[src/rtl/alu_share_arbiter.sv]
// alu_share_arbiter: round-robin arbiter and sequencer for the shared 32-bit ALU.
// Two requesters, CPU core on port 0 and the recognition accelerator on port 1,
// compete for one combinational ALU. The winning operands are registered and held
// for a per-op number of cycles so that MUL and DIV can be constrained as
// multicycle paths. The ALU outputs are then captured and returned to the owner
// with a one-cycle response pulse.

module alu_share_arbiter #(
   parameter int unsigned MUL_LAT = 2,   // hold cycles for MUL (1..15)
   parameter int unsigned DIV_LAT = 4    // hold cycles for DIV (1..15)
) (
   input  logic        clk,
   input  logic        rst,
   // port 0: CPU core
   input  logic        req0_valid,
   output logic        req0_ready,
   input  logic [3:0]  req0_op,
   input  logic [31:0] req0_x,
   input  logic [31:0] req0_y,
   // port 1: recognition accelerator
   input  logic        req1_valid,
   output logic        req1_ready,
   input  logic [3:0]  req1_op,
   input  logic [31:0] req1_x,
   input  logic [31:0] req1_y,
   // responses (data shared, qualified by the per-port pulse)
   output logic        rsp0_valid,
   output logic        rsp1_valid,
   output logic [31:0] rsp_result,
   output logic [31:0] rsp_result2,
   output logic [2:0]  rsp_flags,
   // registered drive into the shared ALU and its outputs
   output logic [3:0]  alu_op,
   output logic [31:0] alu_x,
   output logic [31:0] alu_y,
   input  logic [31:0] alu_result,
   input  logic [31:0] alu_result2,
   input  logic        alu_equal,
   input  logic        alu_less,
   input  logic        alu_notless,
   output logic        busy
);

   typedef enum logic [1:0] {
      IDLE = 2'd0,
      EXEC = 2'd1,
      RESP = 2'd2
   } state_t;

   state_t      state_r;
   logic        owner_r;
   logic        last_grant_r;
   logic [3:0]  cnt_r;
   logic [3:0]  alu_op_r;
   logic [31:0] alu_x_r;
   logic [31:0] alu_y_r;
   logic [31:0] rsp_result_r;
   logic [31:0] rsp_result2_r;
   logic [2:0]  rsp_flags_r;
   logic        rsp0_valid_r;
   logic        rsp1_valid_r;
   logic        busy_r;

   logic        grant_valid_s;
   logic        grant_s;
   logic        issue_s;
   logic [3:0]  sel_op_s;
   logic [31:0] sel_x_s;
   logic [31:0] sel_y_s;
   logic [3:0]  sel_cnt_s;

   // Number of cycles the ALU inputs must stay stable before the capture.
   function automatic logic [3:0] op_latency(input logic [3:0] op);
      logic [3:0] lat;
      case (op)
         4'd3:    lat = 4'(MUL_LAT);
         4'd4:    lat = 4'(DIV_LAT);
         default: lat = 4'd1;
      endcase
      return lat;
   endfunction

   // Round-robin choice: a lone requester wins, a tie goes to the port not served last.
   always_comb begin
      grant_valid_s = 1'b0;
      grant_s       = 1'b0;
      if (req0_valid && req1_valid) begin
         grant_valid_s = 1'b1;
         grant_s       = ~last_grant_r;
      end else if (req0_valid) begin
         grant_valid_s = 1'b1;
         grant_s       = 1'b0;
      end else if (req1_valid) begin
         grant_valid_s = 1'b1;
         grant_s       = 1'b1;
      end else begin
         grant_valid_s = 1'b0;
         grant_s       = 1'b0;
      end
   end

   // Handshake strobe: only while idle and not being reset.
   always_comb begin
      issue_s    = 1'b0;
      req0_ready = 1'b0;
      req1_ready = 1'b0;
      if (!rst && (state_r == IDLE) && grant_valid_s) begin
         issue_s    = 1'b1;
         req0_ready = ~grant_s;
         req1_ready = grant_s;
      end else begin
         issue_s    = 1'b0;
         req0_ready = 1'b0;
         req1_ready = 1'b0;
      end
   end

   // Operand mux for the granted port and its initial hold count.
   always_comb begin
      sel_op_s = 4'd0;
      sel_x_s  = 32'd0;
      sel_y_s  = 32'd0;
      if (grant_s) begin
         sel_op_s = req1_op;
         sel_x_s  = req1_x;
         sel_y_s  = req1_y;
      end else begin
         sel_op_s = req0_op;
         sel_x_s  = req0_x;
         sel_y_s  = req0_y;
      end
      sel_cnt_s = op_latency(sel_op_s) - 4'd1;
   end

   // Sequencer: accept, hold the ALU inputs for the op latency, capture, respond.
   always_ff @(posedge clk) begin
      if (rst) begin
         state_r       <= IDLE;
         owner_r       <= 1'b0;
         last_grant_r  <= 1'b1;
         cnt_r         <= 4'd0;
         alu_op_r      <= 4'd0;
         alu_x_r       <= 32'd0;
         alu_y_r       <= 32'd0;
         rsp_result_r  <= 32'd0;
         rsp_result2_r <= 32'd0;
         rsp_flags_r   <= 3'd0;
         rsp0_valid_r  <= 1'b0;
         rsp1_valid_r  <= 1'b0;
         busy_r        <= 1'b0;
      end else begin
         rsp0_valid_r <= 1'b0;
         rsp1_valid_r <= 1'b0;
         case (state_r)
            IDLE: begin
               if (issue_s) begin
                  alu_op_r     <= sel_op_s;
                  alu_x_r      <= sel_x_s;
                  alu_y_r      <= sel_y_s;
                  owner_r      <= grant_s;
                  last_grant_r <= grant_s;
                  cnt_r        <= sel_cnt_s;
                  busy_r       <= 1'b1;
                  state_r      <= EXEC;
               end else begin
                  state_r <= IDLE;
               end
            end
            EXEC: begin
               if (cnt_r == 4'd0) begin
                  rsp_result_r  <= alu_result;
                  rsp_result2_r <= alu_result2;
                  rsp_flags_r   <= {alu_equal, alu_less, alu_notless};
                  rsp0_valid_r  <= ~owner_r;
                  rsp1_valid_r  <= owner_r;
                  state_r       <= RESP;
               end else begin
                  cnt_r <= cnt_r - 4'd1;
               end
            end
            RESP: begin
               // No grant here: the earliest next handshake is the following IDLE cycle.
               busy_r  <= 1'b0;
               state_r <= IDLE;
            end
            default: begin
               busy_r  <= 1'b0;
               state_r <= IDLE;
            end
         endcase
      end
   end

   assign alu_op      = alu_op_r;
   assign alu_x       = alu_x_r;
   assign alu_y       = alu_y_r;
   assign rsp_result  = rsp_result_r;
   assign rsp_result2 = rsp_result2_r;
   assign rsp_flags   = rsp_flags_r;
   assign rsp0_valid  = rsp0_valid_r;
   assign rsp1_valid  = rsp1_valid_r;
   assign busy        = busy_r;

   alu_share_arbiter_chk u_chk (
      .clk        (clk),
      .rst        (rst),
      .state_idle (state_r == IDLE),
      .issue      (issue_s),
      .busy       (busy_r),
      .req0_ready (req0_ready),
      .req1_ready (req1_ready),
      .rsp0_valid (rsp0_valid_r),
      .rsp1_valid (rsp1_valid_r),
      .alu_op     (alu_op_r),
      .alu_x      (alu_x_r),
      .alu_y      (alu_y_r)
   );

endmodule

// Invariants of the arbiter; holds no logic that drives the design.
module alu_share_arbiter_chk (
   input logic        clk,
   input logic        rst,
   input logic        state_idle,
   input logic        issue,
   input logic        busy,
   input logic        req0_ready,
   input logic        req1_ready,
   input logic        rsp0_valid,
   input logic        rsp1_valid,
   input logic [3:0]  alu_op,
   input logic [31:0] alu_x,
   input logic [31:0] alu_y
);

   a_rsp_onehot: assert property (@(posedge clk) disable iff (rst)
      !(rsp0_valid && rsp1_valid));

   a_ready_onehot: assert property (@(posedge clk) disable iff (rst)
      !(req0_ready && req1_ready));

   a_ready_idle: assert property (@(posedge clk) disable iff (rst)
      (req0_ready || req1_ready) |-> state_idle);

   a_busy_state: assert property (@(posedge clk) disable iff (rst)
      busy == !state_idle);

   a_alu_hold: assert property (@(posedge clk) disable iff (rst)
      !issue |=> $stable({alu_op, alu_x, alu_y}));

endmodule

[config.mk]
export PLATFORM = sky130hd
export DESIGN_NAME = alu_share_arbiter
export DESIGN_NICKNAME = d
export VERILOG_FILES = /design/src/rtl/alu_share_arbiter.sv
export SDC_FILE = /design/constraint.sdc
export NUM_CORES = 1
export LEC_CHECK = 0
export CORE_ASPECT_RATIO = 0.5
export CORE_MARGIN = 3
export CORE_UTILIZATION = 25
export DETAILED_ROUTE_END_ITERATION = 7
export PLACE_DENSITY = 0.69
export SLEW_MARGIN = 20
export SYNTH_ARGS = -nofsm -noshare
export SYNTH_HDL_FRONTEND = slang
export SYNTH_HIERARCHICAL = 1
export SYNTH_SLANG_ARGS = --single-unit
export TNS_END_PERCENT = 1
[constraint.sdc]
create_clock -name clk -period 2.7 [get_ports clk]
set_input_delay 0.54 -clock clk [delete_from_list [all_inputs] [get_ports clk]]
set_output_delay 0.54 -clock clk [all_outputs]
set_load 0.01 [all_outputs]
==> results.ini <==
[setup_path]
rr_endpoint=cnt_r[2]
crit_type=primary input to flip-flop
crit_required_ns=3.04
arrival_ns=2.85
start_kind=primary input
r2r.worst_path.cells=6
critPathCaptureType=flip-flop
cp_max_fo=5
r2r_setup_slack_ns=0.35
timing.rr.start=state_r[0]

[cts]
clock_sinks=146
htree_levels=4
clk_pin_slew_ns=0.06
clockRootBuffer=clkbuf_16
clk_latency_ns=0.42
cts_setup_buffers=0
cts_buffer_depth=2
cts_tree=built
cts_inserted_buffers=17

[power_and_ir_drop]
leakagePower_nw=3.79
power_per_cell_area_nw_per_um2=606
ir_worst_vdd_uv=321

[die]
num_rows=38
ios=347
floorplan.initialDensity_pct=26.1
dieHeight_um=113
die_area_sq_um=25100
core_sq_um=22200
fp.dieW_um=221

[place]
post-place-ws_ns=-0.238
dp_hpwl_mm=16.0
gp_congestion=0.864
dpl_cell_area_sq_um=9590
port_buffers=346

[synthesis]
synth_fp_nets=947
ys_top_cells_by_area=dfxtp_1, nand2_1, a311oi_1
ys_seq_elements=146
syn_area_sq_um=5770
ys.flop_type=dfxtp_1
syn_inst=739
async_flop_share_pct=0
yosysUniqueCellTypes=37
yosysSeqAreaShare_pct=50.6
syn_area_per_cell_sq_um=7.81
synth_common_cells=nand2_1, dfxtp_1, nor2_1
yosysTopAreaCellShare_pct=50.6
yosysWarnings=6
synth_area_leader_cell=dfxtp_1
synth-edff-count=0
yosysMostFrequentCell=nand2_1

[worst_hold_path]
holdPathEnd=busy
hold_class=primary input to flip-flop
hold_depth=2
worstHoldStart=rst

[global_route]
grt_max_degree=105
grt_first_pass_wirelength_mm=32.9
grt_pass1_vias=6271
antenna_found_initial=0
grt.total_usage_pct=16.3
overflow=0

[routing]
vias=6402
viasPerCell=4.65
drt-total-wl_mm=21.4
drtAntennaViolNets=0
route.detailed.drc=0
drt_iter0_drc=377
firstDrtPassIters=5
routedWlPerCell_um=15.6

[layout]
nets=1273
layout-drive-gt1-share_pct=5.94
diodes=0
final_cell_area_sq_um=10200
syn2layout_area_growth_pct=76.4

[sta]
rsz0062_at_grt=no
timing.final.crit_share_pct=93.0
fin_ws_ns=0.188
finalHoldViolCount=0
drv_slew=0
fin_skew_ns=0.00646
finalSetupViolations=0
tightest_slew_ns=0.683
slew_headroom_pct=54.3
min_period_ns=2.51
fmax_ghz=0.398

[job]
cap_violations=0

[outcome]
outcome=completed

==> layout make-up <==
class                   count  area, sq um
clock inverters             5         25.0
inverters                   1         3.75
flip-flops and latches    146         2920
well taps                 300          375
repair buffers            371         3720
multi-input cells         528         2610
fillers                  2184        12000
clock buffers              26          519
==> cell usage in the layout (no fill, tap or decap), types with 4 or more instances in the layout <==
cell | netlist | final
clkdlybuf4s50_1 | 0 | 343
nand2_1 | 274 | 273
dfxtp_1 | 146 | 146
nor2_1 | 76 | 75
a21oi_1 | 70 | 70
a311oi_1 | 68 | 68
buf_4 | 3 | 21
clkbuf_16 | 0 | 17
clkbuf_8 | 0 | 6
clkinv_2 | 0 | 5
nor3_1 | 4 | 4
buf_12 | 0 | 4
==> state kept, by name (all words and copies together), names as in the netlist <==
signal and flops:
alu_x 32, rsp_result2 32, rsp_flags 3, last_grant_r 1, alu_y 32, owner_r 1
state_r 2, cnt_r 4, busy 1, rsp1_valid 1, alu_op 4, rsp0_valid 1
rsp_result 32
==> stage by stage <==
| step | hold WS, ns | instances | util [%] | total power, mW | setup TNS, ns |
|---|---|---|---|---|---|
| final | 0.423 | 1377 | 46.0 | 6.17 | 0 |
| after global routing | 0.414 | 1377 | 46.0 | 6.50 | 0 |
| after CTS | 0.383 | 1376 | 45.7 | 6.26 | 0 |
| after detailed placement | 0.447 | 1345 | 43.3 | 4.05 | -0.240 |
| after global placement | 0.442 | 1345 | 43.3 | 4.02 | -0.159 |
| after floorplan | 0.416 | 739 | - | 3.15 | 0 |
==> report_power, final <==
part	total (mW)	switching, mW	leakage [nW]	internal (mW)
logic	1.53	0.695	2.31	0.833
clock network	2.17	0.858	0.276	1.31
registers	2.48	0.111	1.20	2.37
==> worst max-delay path by stage <==
| stage | end | startpoint | slack (ns) |
|---|---|---|---|
| after CTS | req0_ready | req0_valid | 0.002 |
| after global placement | cnt_r[2] | req1_op[2] | -0.16 |
| after detailed placement | cnt_r[2] | req0_op[2] | -0.24 |
| after global routing | cnt_r[2] | req1_op[2] | 0.02 |
| after floorplan | cnt_r[2] | req1_valid | 0.32 |
| final | cnt_r[2] | req0_valid | 0.19 |
==> what timing repair did <==
item / CTS / global route
hold buffers: 0 / 0
resized for setup: 0 / 6
setup endpoints to repair: 0 / 3
==> critical path, cell delays in order <==
cell             delay, ns
clkdlybuf4s50_1       0.48
buf_4                 0.18
a21boi_4              0.26
a2111oi_2             0.09
or3_1                 0.35
ha_1                  0.21
or4_1                 0.54
a41oi_2               0.20
==> metal layers <==
metal	global-route usage [%]	vias up	part of all wire, %
met3	3.27	44	3.7
met2	29.7	162	52
met4	7.71	0	3.3
li1	-	3168	-
met5	0	-	0
met1	18.5	3028	41
==> logic make-up (layout without fill, tap and decap cells) <==
kind of cell / after synthesis / after routing / share of synthesized area, %
compound gates: 150 / 150 / 18.3
fa+ha+maj: 1 / 1 / 0.217
buf+inv: 65 / 403 / 4.73
flops: 146 / 146 / 50.6
mux: 2 / 2 / 0.369
simple gates: 375 / 375 / 25.8
(Power assumes the default switching activity.)
